--- src/rtl/ramio_arbiter.sv ---
// Two-requester round-robin arbiter in front of the single ramio port.
// The owner sees a zero-cycle pass-through; the non-owner is held off with busy.
module ramio_arbiter #(
  parameter bit FirstPriority = 1'b0
) (
  input  logic        clk,
  input  logic        rst_n,

  input  logic        m0_enable,
  input  logic [2:0]  m0_read_type,
  input  logic [1:0]  m0_write_type,
  input  logic [31:0] m0_address,
  input  logic [31:0] m0_data_in,
  output logic [31:0] m0_data_out,
  output logic        m0_data_out_ready,
  output logic        m0_busy,

  input  logic        m1_enable,
  input  logic [2:0]  m1_read_type,
  input  logic [1:0]  m1_write_type,
  input  logic [31:0] m1_address,
  input  logic [31:0] m1_data_in,
  output logic [31:0] m1_data_out,
  output logic        m1_data_out_ready,
  output logic        m1_busy,

  output logic        ramio_enable,
  output logic [2:0]  ramio_read_type,
  output logic [1:0]  ramio_write_type,
  output logic [31:0] ramio_address,
  output logic [31:0] ramio_data_in,
  input  logic [31:0] ramio_data_out,
  input  logic        ramio_data_out_ready,
  input  logic        ramio_busy,

  output logic [1:0]  grant
);

  typedef enum logic [1:0] {
    Idle = 2'b00,
    Own0 = 2'b01,
    Own1 = 2'b10
  } state_e;

  state_e      state_q, state_d;
  logic        prio_q, prio_d;
  logic [1:0]  grant_q, grant_d;

  // Requester-indexed views of the two command ports.
  logic [1:0]  req_en;
  logic [2:0]  req_rt   [2];
  logic [1:0]  req_wt   [2];
  logic [31:0] req_addr [2];
  logic [31:0] req_din  [2];

  logic [1:0]  rsp_ready;
  logic [1:0]  rsp_busy;

  logic        own_valid;
  logic        own_sel;

  assign req_en      = {m1_enable, m0_enable};
  assign req_rt[0]   = m0_read_type;
  assign req_rt[1]   = m1_read_type;
  assign req_wt[0]   = m0_write_type;
  assign req_wt[1]   = m1_write_type;
  assign req_addr[0] = m0_address;
  assign req_addr[1] = m1_address;
  assign req_din[0]  = m0_data_in;
  assign req_din[1]  = m1_data_in;

  always_ff @(posedge clk or negedge rst_n) begin
    if (!rst_n) begin
      state_q <= Idle;
      prio_q  <= FirstPriority;
      grant_q <= 2'b00;
    end else begin
      state_q <= state_d;
      prio_q  <= prio_d;
      grant_q <= grant_d;
    end
  end

  always_comb begin
    state_d = state_q;
    prio_d  = prio_q;
    case (state_q)
      Idle: begin
        // Waiting for ramio_busy to fall lets a posted write drain first.
        if (!ramio_busy) begin
          if (req_en == 2'b11) begin
            state_d = prio_q ? Own1 : Own0;
          end else if (req_en[0]) begin
            state_d = Own0;
          end else if (req_en[1]) begin
            state_d = Own1;
          end
        end
      end
      Own0: begin
        if (!req_en[0]) begin
          state_d = Idle;
          prio_d  = 1'b1;
        end
      end
      Own1: begin
        if (!req_en[1]) begin
          state_d = Idle;
          prio_d  = 1'b0;
        end
      end
      default: state_d = Idle;
    endcase

    // grant_q therefore always mirrors the decode of state_q.
    grant_d = 2'b00;
    case (state_d)
      Own0:    grant_d = 2'b01;
      Own1:    grant_d = 2'b10;
      default: grant_d = 2'b00;
    endcase
  end

  always_comb begin
    own_valid = 1'b0;
    own_sel   = 1'b0;
    case (state_q)
      Own0: begin
        own_valid = 1'b1;
        own_sel   = 1'b0;
      end
      Own1: begin
        own_valid = 1'b1;
        own_sel   = 1'b1;
      end
      default: begin
        own_valid = 1'b0;
        own_sel   = 1'b0;
      end
    endcase
  end

  always_comb begin
    ramio_enable     = 1'b0;
    ramio_read_type  = 3'b000;
    ramio_write_type = 2'b00;
    ramio_address    = 32'h0;
    ramio_data_in    = 32'h0;
    if (own_valid) begin
      ramio_enable     = req_en[own_sel];
      ramio_read_type  = req_rt[own_sel];
      ramio_write_type = req_wt[own_sel];
      ramio_address    = req_addr[own_sel];
      ramio_data_in    = req_din[own_sel];
    end
  end

  // A waiting requester sees busy so it never reads the wait as write completion.
  for (genvar gi = 0; gi < 2; gi++) begin : g_rsp
    logic is_owner;
    assign is_owner      = own_valid && (own_sel == 1'(gi));
    assign rsp_ready[gi] = is_owner & ramio_data_out_ready;
    assign rsp_busy[gi]  = is_owner ? ramio_busy
                                    : (req_en[gi] | (state_q != Idle));
  end

  assign m0_data_out       = ramio_data_out;
  assign m1_data_out       = ramio_data_out;
  assign m0_data_out_ready = rsp_ready[0];
  assign m1_data_out_ready = rsp_ready[1];
  assign m0_busy           = rsp_busy[0];
  assign m1_busy           = rsp_busy[1];
  assign grant             = grant_q;

endmodule

--- config.mk ---
export PLATFORM = sky130hd
export DESIGN_NAME = ramio_arbiter
export DESIGN_NICKNAME = d
export VERILOG_FILES = /design/src/rtl/ramio_arbiter.sv
export SDC_FILE = /design/constraint.sdc
export NUM_CORES = 1
export LEC_CHECK = 0
export ABC_AREA = 1
export CORE_AREA = 10 10 114 116
export DETAILED_ROUTE_END_ITERATION = 6
export DIE_AREA = 0 0 124 126
export PLACE_DENSITY = 0.68
export SYNTH_ARGS = -nofsm -noshare
export SYNTH_HDL_FRONTEND = slang
export SYNTH_SLANG_ARGS = --single-unit
--- constraint.sdc ---
create_clock -name clk -period 2.3 [get_ports clk]
set_input_delay 0.345 -clock clk [delete_from_list [all_inputs] [get_ports clk]]
set_output_delay 0.345 -clock clk [all_outputs]
set_load 0.05 [all_outputs]
==> impl_results.html <==
<table>
<tr><th>Metric</th><th>Value</th></tr>
<tr><th colspan="2">STA</th></tr>
<tr><td>Setup clock skew after layout</td><td>just under 0.002 ns</td></tr>
<tr><td>Worst setup margin</td><td>0.103 ns</td></tr>
<tr><td>Final cycle utilization of the critical path</td><td>0.955</td></tr>
<tr><td>Worst slew pin tran</td><td>0.521 ns</td></tr>
<tr><td>Final Setup Violations</td><td>0</td></tr>
<tr><td>Final count of pins violating max slew</td><td>0</td></tr>
<tr><td>Relative max-transition margin</td><td>0.652</td></tr>
<tr><td>Final Hold Vio Count</td><td>0</td></tr>
<tr><td>Post-route minimum period</td><td>2.20 ns</td></tr>
<tr><td>Max Clk Rate</td><td>0.455 GHz</td></tr>
<tr><th colspan="2">Synth</th></tr>
<tr><td>Syn Area/Cell</td><td>5.37 um2</td></tr>
<tr><td>Cells taking the most area after synthesis</td><td>nor2_1, buf_4, o21ai_0</td></tr>
<tr><td>Synthesized cell area</td><td>about 1900 um2</td></tr>
<tr><td>Yosys warnings</td><td>0</td></tr>
<tr><td>Proportion of synthesized chip area in sequential cells</td><td>0.0666</td></tr>
<tr><td>Distinct cells, synth</td><td>18</td></tr>
<tr><td>Proportion of netlist area held by the largest area contributor</td><td>0.284</td></tr>
<tr><td>Biggest area consumer among synthesized cells</td><td>nor2_1</td></tr>
<tr><td>Post-synthesis instance total</td><td>350</td></tr>
<tr><td>Number of register bits inferred by synthesis</td><td>5</td></tr>
<tr><td>Synthesized netlist net count</td><td>about 530</td></tr>
<tr><th colspan="2">Critical path</th></tr>
<tr><td>Family with the most delay on the worst path</td><td>buffers and inverters</td></tr>
<tr><td>Cell Chain, Critical Path</td><td>inv_1 -&gt; ha_2 -&gt; inv_2 -&gt; buf_12 -&gt; nor2_1 -&gt; nor2_1 -&gt; buf_12</td></tr>
<tr><td>CP Data Required Time</td><td>1.96 ns</td></tr>
<tr><td>Depth of the worst register-to-register path</td><td>10</td></tr>
<tr><td>Slowest cell delay on critical path</td><td>around 0.41 ns</td></tr>
<tr><td>R2r startpoint</td><td>state_q[0]</td></tr>
<tr><td>Crit path max fanout</td><td>71</td></tr>
<tr><td>Worst Setup End Kind</td><td>output pin</td></tr>
<tr><td>Setup CP Type</td><td>reg -&gt; out</td></tr>
<tr><td>Register-to-register setup slack</td><td>0.70 ns</td></tr>
<tr><td>Setup crit start kind</td><td>register</td></tr>
<tr><td>Worst Path Buf+Inv</td><td>4</td></tr>
<tr><td>CP max-delay cell</td><td>dfrtp_1</td></tr>
<tr><td>Data arrival time of the critical path</td><td>1.85 ns</td></tr>
<tr><td>RR Endpoint</td><td>grant[1]</td></tr>
<tr><th colspan="2">Placed design</th></tr>
<tr><td>Final HPWL DP</td><td>9.40 mm</td></tr>
<tr><td>Post-Place Cells</td><td>~630</td></tr>
<tr><td>Cell Area, Placed</td><td>4430 um2</td></tr>
<tr><td>Final weighted congestion in routability-driven placement</td><td>0.891</td></tr>
<tr><td>Dpl ws</td><td>roughly 0.21 ns</td></tr>
<tr><td>I/O Buffers</td><td>approximately 220</td></tr>
<tr><th colspan="2">Min path</th></tr>
<tr><td>Worst hold-check path type</td><td>in -&gt; async</td></tr>
<tr><th colspan="2">Global route</th></tr>
<tr><td>Largest net degree at the start of global routing</td><td>72</td></tr>
<tr><td>Aggregate global-route resource usage</td><td>0.123</td></tr>
<tr><td>Vias in the first global route</td><td>about 2.8k</td></tr>
<tr><td>Initial antenna violation count</td><td>0</td></tr>
<tr><td>Global-route wire length before repair</td><td>15.6 mm</td></tr>
<tr><td>Remaining Overflow, GRT</td><td>0</td></tr>
<tr><th colspan="2">Final layout</th></tr>
<tr><td>Number of nets in the layout</td><td>around 670</td></tr>
<tr><td>Multi-input gate area in the final layout</td><td>1100 um2</td></tr>
<tr><td>Antenna diode count</td><td>0</td></tr>
<tr><td>Post-layout instance area</td><td>4510 um2</td></tr>
<tr><td>Most common cell after layout, fill and taps aside</td><td>clkdlybuf4s50_1</td></tr>
<tr><td>Fill cell total of the finished layout</td><td>1064</td></tr>
<tr><td>Final standard cell count with taps included and fillers excluded</td><td>approximately 630</td></tr>
<tr><td>Fraction of layout cells with a size suffix above 1</td><td>0.193</td></tr>
<tr><td>Layout Area Growth over Synthesis</td><td>140%</td></tr>
<tr><td>FF+latch area</td><td>126 um2</td></tr>
<tr><td>Most frequent cells in the layout</td><td>clkdlybuf4s50_1, nor2_1, buf_12</td></tr>
<tr><th colspan="2">CTS</th></tr>
<tr><td>Root cell of the clock tree</td><td>clkbuf_8</td></tr>
<tr><td>H-tree Lvls</td><td>1</td></tr>
<tr><td>Largest buffer count on any clock path</td><td>2</td></tr>
<tr><td>Sink Count</td><td>5</td></tr>
<tr><td>Total CTS buffers</td><td>3</td></tr>
<tr><td>Count of buffers added by post-CTS timing repair for setup</td><td>0</td></tr>
<tr><td>Clock insertion delay at the later pin of the skew report</td><td>0.22 ns</td></tr>
<tr><td>Hold bufs inserted after CTS</td><td>0</td></tr>
<tr><td>Clock edge transition at the registers on the reported setup and hold paths</td><td>~0.030 ns</td></tr>
<tr><td>CTS tree</td><td>built</td></tr>
<tr><th colspan="2">Flow run</th></tr>
<tr><td>Max-cap viol count</td><td>0</td></tr>
<tr><th colspan="2">Power and ir drop</th></tr>
<tr><td>PwrDens</td><td>1870 nW/um2</td></tr>
<tr><td>Worst vdd ir</td><td>882 uV</td></tr>
<tr><td>Total power of the final layout</td><td>8440 uW</td></tr>
<tr><td>Static Leak</td><td>0.00195 uW</td></tr>
<tr><th colspan="2">Floorplanning</th></tr>
<tr><td>Die width</td><td>~120 um</td></tr>
<tr><td>Starting Density</td><td>0.176</td></tr>
<tr><td>Cell row count</td><td>38</td></tr>
<tr><td>Top Ports</td><td>316</td></tr>
<tr><td>Die Area</td><td>15600 um2</td></tr>
<tr><td>Die H</td><td>126 um</td></tr>
<tr><td>Area inside the core boundary</td><td>10700 um2</td></tr>
<tr><th colspan="2">Detailed routing</th></tr>
<tr><td>Via count</td><td>2696</td></tr>
<tr><td>Post-Route WL</td><td>10.8 mm</td></tr>
<tr><td>Routed Antenna Nets</td><td>0</td></tr>
<tr><td>Number of design-rule violations left by the first detailed-router iteration</td><td>around 100</td></tr>
<tr><td>Drt wl/cell</td><td>17.2 um</td></tr>
<tr><td>Length of the first detailed-routing pass in iterations</td><td>4</td></tr>
<tr><td>Routed vias/inst</td><td>4.27</td></tr>
<tr><td>Number of DRC violations after detailed routing</td><td>0</td></tr>
<tr><th colspan="2">Status</th></tr>
<tr><td>Result of the run</td><td>finished clean</td></tr>
</table>
==> area by class of cell <==
class | instances | share of cell area
Clock buffer | 4 | 0.00999
Inverter | 14 | 0.0117
Multi-Input combinational cell | 245 | 0.245
Sequential cell | 5 | 0.0280
Tap cell | 140 | 0.0388
Timing Repair Buffer | 224 | 0.667
==> worst max-delay path by stage <==
stage	start	endpoint	slack, ns	cells after the start
2_1_floorplan	state_q[1]	ramio_enable	0.08	4
3_3_place_gp	state_q[1]	ramio_data_in[12]	0.27	6
3_5_place_dp	state_q[1]	ramio_address[16]	0.21	6
4_1_cts	state_q[1]	ramio_data_in[6]	0.04	6
5_1_grt	state_q[0]	ramio_enable	-0.008	7
6_report	state_q[0]	ramio_data_in[6]	0.10	7
==> stage by stage <==
stage                     hold slack (ns)   util  TNS (ns)
after CTS                           0.346  0.419         0
final                               0.343  0.422         0
after global routing                0.367  0.422  -0.00951
after floorplan                    0.0494      -         0
after detailed placement            0.575  0.414         0
after global placement              0.570  0.414         0
==> Yosys cell counts, drive strengths merged <==
| library cell | number |
|---|---|
| clkbuf | 13 |
| a31oi | 1 |
| dfrtp | 5 |
| a21boi | 1 |
| o21ai | 72 |
| buf | 73 |
| nand3 | 2 |
| nand2 | 20 |
| a21oi | 2 |
| inv | 14 |
| nor2 | 142 |
| ha | 5 |
==> worst register-to-register path, delay by kind of cell (launching register included) <==
family | cells | cell delay (ns)
adder cells (fa/ha/maj) | 1 | 0.25
buffers and inverters | 3 | 0.42
flip-flops | 1 | 0.42
AND/OR/NAND/NOR | 6 | 0.40
==> per-layer routing <==
metal | global-route usage | routed length, um | vias to the layer above
met5 | 0 | 0 | -
met4 | 0.0169 | 70 | 0
met3 | 0.0639 | 1530 | 9
met2 | 0.223 | 5330 | 217
met1 | 0.126 | 3920 | 1153
li1 | - | - | 1317
==> cells by family after synthesis <==
| logic type | Yosys count | synth area share |
|---|---|---|
| AO/OA/AOI/OAI | 76 | 0.204 |
| adder cells (fa/ha/maj) | 5 | 0.0333 |
| buffers and inverters | 100 | 0.352 |
| flip-flops | 5 | 0.0666 |
| AND/OR/NAND/NOR | 164 | 0.344 |
==> where the power goes <==
part	internal [uW]	switching (uW)	total (uW)
sequential	128	30.0	158
clock	119	39.9	159
combinational	3490	4630	8120
total	3740	4700	8440
==> registers in the layout, summed over array words and instances, names as in the netlist <==
signal,cells
grant,2
prio_q,1
state_q,2
==> repair_timing <==
item | 4_1_cts | 5_1_grt
resized for setup | 2 | 8
pin swaps | 0 | 1
setup endpoints to repair | 4 | 37
Note: power is estimated with default switching activity, not from simulation.
